### src/rtl/zx_sd_spi.sv
// zx_sd_spi -- SD-card SPI master for the ZX ULA CPLD.
//
// Provides a Z-Controller-compatible pair of I/O ports on the Z80 bus and
// drives the card pins in SPI mode 0, MSB first, one byte per trigger.
//
// Ports:
//   clk28    28 MHz system clock, all state on its rising edge
//   rst_n    asynchronous active-low reset
//   xa       CPU address A[7:0] (asynchronous to clk28)
//   xd_in    CPU write data
//   n_iorq   CPU IORQ, active low
//   n_rd     CPU RD, active low
//   n_wr     CPU WR, active low
//   n_m1     CPU M1, active low; IORQ together with M1 (INT ack) is never decoded
//   d_out    read data for the zx_ula data-bus mux
//   d_oe     d_out valid, zx_ula drives xd
//   sd_cd    card-detect switch, raw pin
//   sd_miso  card data out
//   sd_cs_n  card chip select, active low, owned entirely by software
//   sd_sck   SPI clock
//   sd_mosi  SPI data to card
//   busy     transfer in progress
//
// Parameters:
//   PORT_DATA  low address byte of the data port (read/write)
//   PORT_CTRL  low address byte of the control/status port
//   SCK_HALF   clk28 cycles per SCK half-period (>= 1)
`timescale 1ns/1ps
module zx_sd_spi #(
  parameter logic [7:0]  PORT_DATA = 8'h57,
  parameter logic [7:0]  PORT_CTRL = 8'h77,
  parameter int unsigned SCK_HALF  = 1
) (
  input  logic       clk28,
  input  logic       rst_n,
  input  logic [7:0] xa,
  input  logic [7:0] xd_in,
  input  logic       n_iorq,
  input  logic       n_rd,
  input  logic       n_wr,
  input  logic       n_m1,
  output logic [7:0] d_out,
  output logic       d_oe,
  input  logic       sd_cd,
  input  logic       sd_miso,
  output logic       sd_cs_n,
  output logic       sd_sck,
  output logic       sd_mosi,
  output logic       busy
);

  localparam int unsigned     HW        = (SCK_HALF > 1) ? $clog2(SCK_HALF) : 1;
  localparam logic [HW-1:0]   HALF_LAST = HW'(SCK_HALF - 1);

  typedef enum logic [0:0] {
    ST_IDLE  = 1'b0,
    ST_SHIFT = 1'b1
  } state_t;

  state_t        state_r;
  state_t        state_nx_s;

  logic          io_wr_s;
  logic          io_rd_s;
  logic          wr_meta_r, wr_sync_r, wr_prev_r;
  logic          rd_meta_r, rd_sync_r, rd_prev_r;
  logic          rd_hit_r;
  logic          cd_meta_r, cd_sync_r;

  logic          wr_evt_s;
  logic          wr_data_s;
  logic          wr_ctrl_s;
  logic          rd_end_s;
  logic [7:0]    tx_sel_s;

  logic          load_s;
  logic          tog_s;
  logic          done_s;

  logic [HW-1:0] half_cnt_r;
  logic [3:0]    tog_cnt_r;
  logic [6:0]    tx_r;
  logic [7:0]    shift_r;
  logic [7:0]    rx_r;
  logic          sck_r;
  logic          mosi_r;
  logic          cs_n_r;

  // Raw bus strobes; M1 low marks an interrupt acknowledge, never an I/O access.
  assign io_wr_s = ~n_iorq & ~n_wr & n_m1;
  assign io_rd_s = ~n_iorq & ~n_rd & n_m1;

  // d_oe stays combinational so read data is on the bus for the whole CPU read.
  assign d_oe = io_rd_s & ((xa == PORT_DATA) | (xa == PORT_CTRL));

  // Strobe and card-detect synchronisers plus the latched read-address hit.
  always_ff @(posedge clk28 or negedge rst_n) begin
    if (!rst_n) begin
      wr_meta_r <= 1'b0;
      wr_sync_r <= 1'b0;
      wr_prev_r <= 1'b0;
      rd_meta_r <= 1'b0;
      rd_sync_r <= 1'b0;
      rd_prev_r <= 1'b0;
      rd_hit_r  <= 1'b0;
      cd_meta_r <= 1'b0;
      cd_sync_r <= 1'b0;
    end else begin
      wr_meta_r <= io_wr_s;
      wr_sync_r <= wr_meta_r;
      wr_prev_r <= wr_sync_r;
      rd_meta_r <= io_rd_s;
      rd_sync_r <= rd_meta_r;
      rd_prev_r <= rd_sync_r;
      cd_meta_r <= sd_cd;
      cd_sync_r <= cd_meta_r;
      // Address is captured only while the synced read is active, so the
      // read-end event still knows which port was read after xa moves on.
      if (rd_sync_r) begin
        rd_hit_r <= (xa == PORT_DATA);
      end else begin
        rd_hit_r <= rd_hit_r;
      end
    end
  end

  assign wr_evt_s  = wr_sync_r & ~wr_prev_r;
  assign wr_data_s = wr_evt_s & (xa == PORT_DATA);
  assign wr_ctrl_s = wr_evt_s & (xa == PORT_CTRL);
  assign rd_end_s  = ~rd_sync_r & rd_prev_r & rd_hit_r;

  // Transmit byte: CPU data for a port write, all ones for the read-ahead.
  always_comb begin
    tx_sel_s = 8'hFF;
    if (wr_data_s) begin
      tx_sel_s = xd_in;
    end else begin
      tx_sel_s = 8'hFF;
    end
  end

  // Read mux: status port reports busy and the synced card-detect.
  always_comb begin
    d_out = rx_r;
    if (xa == PORT_CTRL) begin
      d_out = {6'b000000, busy, cd_sync_r};
    end else begin
      d_out = rx_r;
    end
  end

  // FSM state register.
  always_ff @(posedge clk28 or negedge rst_n) begin
    if (!rst_n) begin
      state_r <= ST_IDLE;
    end else begin
      state_r <= state_nx_s;
    end
  end

  // FSM next state and datapath strobes; triggers are ignored unless idle.
  always_comb begin
    state_nx_s = state_r;
    load_s     = 1'b0;
    tog_s      = 1'b0;
    done_s     = 1'b0;
    case (state_r)
      ST_IDLE: begin
        if (wr_data_s | rd_end_s) begin
          state_nx_s = ST_SHIFT;
          load_s     = 1'b1;
        end else begin
          state_nx_s = ST_IDLE;
        end
      end
      ST_SHIFT: begin
        if (half_cnt_r == HALF_LAST) begin
          tog_s = 1'b1;
          // The 16th toggle is the 8th falling edge: the byte is complete.
          if (tog_cnt_r == 4'd15) begin
            done_s     = 1'b1;
            state_nx_s = ST_IDLE;
          end else begin
            state_nx_s = ST_SHIFT;
          end
        end else begin
          state_nx_s = ST_SHIFT;
        end
      end
      default: begin
        state_nx_s = ST_IDLE;
      end
    endcase
  end

  // Shift datapath: SCK generation, MOSI update on falls, MISO capture on rises.
  always_ff @(posedge clk28 or negedge rst_n) begin
    if (!rst_n) begin
      half_cnt_r <= '0;
      tog_cnt_r  <= 4'd0;
      tx_r       <= 7'h7F;
      shift_r    <= 8'hFF;
      rx_r       <= 8'hFF;
      sck_r      <= 1'b0;
      mosi_r     <= 1'b1;
    end else if (load_s) begin
      half_cnt_r <= '0;
      tog_cnt_r  <= 4'd0;
      tx_r       <= tx_sel_s[6:0];
      sck_r      <= 1'b0;
      mosi_r     <= tx_sel_s[7];
    end else if (tog_s) begin
      half_cnt_r <= '0;
      tog_cnt_r  <= tog_cnt_r + 4'd1;
      sck_r      <= ~sck_r;
      if (!sck_r) begin
        shift_r <= {shift_r[6:0], sd_miso};
      end else if (done_s) begin
        rx_r      <= shift_r;
        mosi_r    <= 1'b1;
        tog_cnt_r <= 4'd0;
      end else begin
        mosi_r <= tx_r[6];
        tx_r   <= {tx_r[5:0], 1'b1};
      end
    end else if (state_r == ST_SHIFT) begin
      half_cnt_r <= half_cnt_r + HW'(1);
    end else begin
      half_cnt_r <= '0;
    end
  end

  // Chip select is written only by the CPU through the control port.
  always_ff @(posedge clk28 or negedge rst_n) begin
    if (!rst_n) begin
      cs_n_r <= 1'b1;
    end else if (wr_ctrl_s) begin
      cs_n_r <= xd_in[1];
    end else begin
      cs_n_r <= cs_n_r;
    end
  end

  assign sd_cs_n = cs_n_r;
  assign sd_sck  = sck_r;
  assign sd_mosi = mosi_r;
  assign busy    = (state_r == ST_SHIFT);

endmodule

### config.mk
export PLATFORM = sky130hd
export DESIGN_NAME = zx_sd_spi
export DESIGN_NICKNAME = d
export VERILOG_FILES = /design/src/rtl/zx_sd_spi.sv
export SDC_FILE = /design/constraint.sdc
export NUM_CORES = 1
export LEC_CHECK = 0
export ABC_AREA = 1
export CORE_AREA = 4 4 86 88
export CTS_CLUSTER_DIAMETER = 30
export CTS_CLUSTER_SIZE = 24
export DETAILED_ROUTE_END_ITERATION = 6
export DIE_AREA = 0 0 90 92
export GPL_ROUTABILITY_DRIVEN = 0
export HOLD_SLACK_MARGIN = 0.02
export PLACE_DENSITY = 0.49
export SETUP_SLACK_MARGIN = 0.4
export SLEW_MARGIN = 15
export SYNTH_ARGS = -nofsm -noshare
export SYNTH_HDL_FRONTEND = slang
export SYNTH_SLANG_ARGS = --single-unit
### constraint.sdc
create_clock -name clk28 -period 2.3 [get_ports clk28]
set_input_delay 0.69 -clock clk28 [delete_from_list [all_inputs] [get_ports clk28]]
set_output_delay 0.69 -clock clk28 [all_outputs]
set_load 0.01 [all_outputs]
# --- After elaboration in Yosys (flattened, before gate mapping) ---
# Index checks and enable logic that the tools add are counted.
word_totals:
  ff_bits: 41
  latchBits: 0
  ramBits: 0
  mem_bits_ro: 0
  in_bits: 24
  out_inout_bits: 13
  elab_cells: 79
  mem_count: 0
op_classes:
  addsub: 2
  mul: 0
  div_mod_pow: 0
  magnitude_cmp: 0
  n_eq_ne: 4
  shifts: 0
  n_mux: 29
  n_bitwise: 20
  n_reduce_logical: 6
op_table:
  columns: ["op", "count"]
  rows:
  - ["$mux 7", 4]
  - ["$mux 1", 18]
  - ["$eq 8x7->1 const B", 2]
  - ["$mux 4", 4]
  - ["$mux 8", 2]
  - ["$and 1x1->1", 10]
  - ["$not 1->1", 8]
  - ["$reduce_and 3->1", 2]
  - ["$add 4x1->4 const B", 1]
  - ["$eq 4x4->1 const B", 1]
  - ["$reduce_and 4->1", 1]
  - ["$reduce_bool 2->1", 2]
  - ["$ne 2x2->1 const B", 1]
  - ["$or 1x1->1", 2]
  - ["$pmux 1 s2", 1]
  - ["$reduce_and 2->1", 1]
  - ["$add 1x1->1 const B", 1]

# --- Depth between registers and ports, before layout ---
logic_depth:
  depth_word: 8
  mapped_depth: 10
  mapped_depth_nobuf: 10

# --- Least setup slack after synthesis ---
# OpenSTA, ideal clock, no wires.
synth_path:
  path_type: "input to output"
  start: "input port xa[3]"
  end: "output port d_oe"
  arrival_ns: 1.412
  t_required_ns: 1.610
  setup_slack_ns: 0.198
  stages: 5
  n_path_buf: 0
  cell_sequence: "inv_1 > nand2_2 > nor2_8 > nand2_1 > a21boi_0"
synth_between:
  elab_chain_cells: 3
  elab_cells_between_ends: 4
  classes_between: "2 x eq/ne; 2 x bitwise"
synth_lines:
  columns: ["item", "line_no", "rtl"]
  rows:
  - ["start: declaration", "36", "input logic [7:0] xa,"]
  - ["$eq 8x7->1", "94", "assign d_oe = io_rd_s & ((xa == PORT_DATA) | (xa == PORT_CTRL));"]
  - ["$or 1x1->1 *", "94", null]
  - ["$and 1x1->1 *", "94", null]
  - ["end: declaration", "43", "output logic d_oe,"]
# Every way passes the cells marked *; elsewhere a longest branch is shown, timed or not.

# --- Final worst setup path ---
layout_path:
  start: "input port xa[3]"
  end: "output port d_out[7]"
layout_between:
  elab_chain_cells: 2
layout_lines:
  columns: ["item", "line_no", "rtl"]
  rows:
  - ["$eq 8x7->1", "145", "if (xa == PORT_CTRL) begin"]
  - ["$mux 8", "145", null]
  - ["end: declaration", "42", "output logic [7:0] d_out,"]
# No other way between the ends.

==> flow_summary.yaml <==
cells_and_area:
  seq_area_mm2: 0.00103
  multi_input_area_um2: 832
  instances_no_fill: 362
  layout.nets: 306
  area_delta_synth_final_pct: 39.4
  layout-drive-gt1-share_pct: 37.9
  antenna_cells: 0
  fill_cells: 670
synthesis:
  synth.yosys.seq_area_share_pct: 53.1
  synthAdderAreaFrac_pct: 0.644
  syn-instance-count: 220
  synth_cell_types: 27
  synth_area_mm2: 0.00194
  ys_top_cells_by_area: "dfstp_2, dfrtp_1, nand2_1, inv_1, o21ai_1"
  synth_top_family_by_area: "simple AND/OR/NAND/NOR gates"
  synth.net_count: 245
  ys_ff_latch: 40
  yosysWarnings: 0
  avgSynthCellArea_um2: 8.84
  synth-simple-area-share_pct: 32.0
  synth-xor-area-share_pct: 0.901
  yosysTopAreaCell: "dfstp_2"
  yosys.area.top_type_share_pct: 33.8
  synthMuxAreaShare_pct: 0
  synth_compound_area_share_pct: 5.98
critical_path:
  crit_buf_inv: 6
  critPathCaptureType: "primary output"
  critical_path.cell_chain: "buf_6 > buf_12 > inv_16 > nand2_8 > nor2_8 > nand2_4 > inv_4 > buf_12 > nor2_1 > buf_2"
  critical_path_arrival_ns: 1.54
  reg2reg_depth: 6
  critPathKind: "primary input to primary output"
  slowest_delay_ns: 0.13
  cp.depth: 10
  required_ns: 1.61
  r2r_slack_ns: 0.76
  crit_path_end: "d_out[7]"
  crit_top_cell: "buf_12"
  crit_family: "buffers and inverters"
  crit_start: "xa[3]"
  timing.rr.start: "tog_cnt_r[0]"
  crit_slowest_cell: "buf_2"
  rr_endpoint: "tog_cnt_r[3]"
  cp-start-kind: "primary input"
  path_max_fanout: 7
clock_network:
  cts_max_path_buffers: 2
  cts_tree: "built"
  clk_pin_slew_ns: 0.08
  cts_htree_levels: 2
  cts_buffers: 5
  root_buffer: "clkbuf_8"
  numClockSinks: 40
  insertion_delay_ns: 0.30
pwr:
  power_leakage_nw: 1.34
  total_power_mw: 2.61
  switching_share_pct: 34.4
  switchingPower_uw: 901
  seqPwrFrac_pct: 43.1
  pwr-share-comb_pct: 33.6
  power_density_mw_per_mm2: 965
  vdd_ir_drop_max_mv: 0.397
  clkPwrFrac_pct: 23.3
  p_int_mw: 1.71
placement:
  portBuffers: 36
  dpl.hpwl_mm: 2.97
  place_inst: 345
sta:
  finalCriticalPeriod_ns: 2.23
  period_share_pct: 96.9
  fin_skew_ns: 0.00872
  tightest_slew_ns: 0.657
  maxSlewHeadroom_pct: 56.2
  final-max-slew-violation-count: 0
  max_clock_freq_ghz: 0.449
  rsz0062_at_grt: "true"
  finalSetupViolCount: 0
  hold_viol: 0
floorplanning:
  die_area_mm2: 0.00828
  fp.dieH_um: 92
  io_pins: 37
  die_w_um: 90
  start_util_pct: 29.3
  coreArea_mm2: 0.00664
  rows: 30
route:
  drc_errors: 0
  wl_mm: 4.06
  vias_per_cell: 4.30
  wl_per_cell_um: 11.2
  via_count: 1556
  drt_pass1_iterations: 4
  drt_iter0_markers: 63
  ant_nets: 0
grt:
  grt_pass1_wl_mm: 7.25
  use_met2_pct: 16.9
  grt_pass1_vias: 1550
  busiest_layer: "met2"
  grt_antenna_before_repair: 0
  use_met3_pct: 2.63
  track_usage_pct: 10.8
  grt_max_degree: 31
  gr-usage-met1_pct: 14.3
  overflow: 0
hold_path:
  hold_class: "register to register"
run:
  maxCapViolCount: 0
outcome:
  status: "completed"
-- registers in the layout, summed over array words and instances, names as in the netlist --
signal / cells
busy: 1
sd_mosi: 1
cd_sync_r: 1
cd_meta_r: 1
tog_cnt_r: 4
rd_meta_r: 1
wr_prev_r: 1
wr_sync_r: 1
sd_sck: 1
rd_prev_r: 1
tx_r: 7
sd_cs_n: 1
rd_hit_r: 1
wr_meta_r: 1
rd_sync_r: 1
shift_r: 8
rx_r: 8
-- Yosys cell counts --
cell	n
a21boi_0	1
a21oi_2	1
buf_1	1
buf_2	1
buf_6	1
clkinv_1	1
dfrtp_1	15
dfstp_2	25
ha_1	1
inv_1	26
inv_2	6
nand2_1	70
nand2_2	4
nand2_4	3
nand3_1	12
nand3_2	1
nand3_4	2
nand4_1	7
nand4_2	1
nor2_1	11
nor2_4	2
nor2_8	3
nor3_1	3
o21ai_0	7
o21ai_1	13
xnor2_1	1
xor2_1	1
-- per-stage QoR --
| step | setup WS [ns] | hold slack (ns) | utilization [%] | setup TNS [ns] | cell area [um^2] |
|---|---|---|---|---|---|
| 2_1_floorplan | 0.358 | 0.331 | - | 0 | 2000 |
| 3_3_place_gp | -0.745 | 0.333 | 38.4 | -7.00 | 2550 |
| 3_5_place_dp | -0.758 | 0.336 | 38.4 | -6.91 | 2550 |
| 4_1_cts | 0.0581 | 0.355 | 40.8 | 0 | 2710 |
| 5_1_grt | 0.0243 | 0.370 | 40.8 | 0 | 2710 |
| 6_report | 0.0706 | 0.352 | 40.8 | 0 | 2710 |
-- worst reg2reg max path: cells and delay by family, from the launching register on --
| family | cells | cell delay (ns) |
|---|---|---|
| compound gates | 1 | 0.06 |
| fa+ha+maj | 1 | 0.21 |
| buf+inv | 1 | 0.09 |
| flops | 1 | 0.40 |
| simple gates | 3 | 0.68 |
-- area by class of cell --
cell class              instances  area share, %
clock buffers                   6           3.05
clock inverters                 2           1.43
inverters                      33           5.26
multi-input cells             144           30.7
flip-flops and latches         40           38.1
well taps                      80           3.69
repair buffers                 57           17.7
-- power by group through the flow --
stage	registers, mW	clock network, mW	logic (mW)
CTS	1.13	0.632	0.896
floorplan	1.12	0	0.580
global placement	1.14	0	0.914
finish	1.13	0.609	0.879
detailed placement	1.14	0	0.920
global route	1.16	0.655	1.02
-- timing repair --
action	in CTS	in global routing
cloned	0	0
pin swaps	14	3
hold buffers	0	0
endpoints found under the setup margin	26	9
resized for setup	76	3
setup buffers	8	1
-- layer usage --
metal,share of wire (%),vias up
met1,49,717
li1,-,809
met4,1.7,0
met2,46,23
met5,0,-
met3,3.3,7
-- cell families after synthesis --
kind of cell,after synthesis
flops,40
buf+inv,36
xor+xnor,2
fa+ha+maj,1
simple gates,119
compound gates,22
-- layout by cell type (no fill, tap or decap), types with 2 or more instances in the layout --
| cell type | synthesis | final |
|---|---|---|
| nor2_4 | 2 | 3 |
| nand2_4 | 3 | 6 |
| o21ai_1 | 13 | 13 |
| nand4_1 | 7 | 7 |
| buf_12 | 0 | 2 |
| buf_6 | 1 | 2 |
| nor2_1 | 11 | 8 |
| inv_2 | 6 | 6 |
| nor2_2 | 0 | 2 |
| buf_2 | 1 | 10 |
| buf_4 | 0 | 19 |
| o21ai_0 | 7 | 6 |
| nor3_1 | 3 | 2 |
| clkbuf_2 | 0 | 2 |
| nand3_1 | 12 | 12 |
| nor2_8 | 3 | 3 |
| clkdlybuf4s15_2 | 0 | 3 |
| dlygate4sd2_1 | 0 | 7 |
| dfstp_2 | 25 | 25 |
| inv_1 | 26 | 24 |
| nand2_2 | 4 | 4 |
| clkbuf_8 | 0 | 6 |
| clkdlybuf4s50_1 | 0 | 11 |
| nand2_1 | 70 | 66 |
| dfrtp_1 | 15 | 14 |
| nand3_4 | 2 | 2 |
-- worst min path at each step --
stage                         start  cells past startpoint  slack, ns   endpoint
after global placement    wr_meta_r                      0       0.33  wr_sync_r
after CTS                 rd_meta_r                      0       0.36  rd_sync_r
after global routing      rd_meta_r                      0       0.37  rd_sync_r
final                     rd_meta_r                      0       0.35  rd_sync_r
after detailed placement  rd_meta_r                      0       0.34  rd_sync_r
after floorplan           cd_meta_r                      0       0.33  cd_sync_r
(Power assumes the default switching activity.)
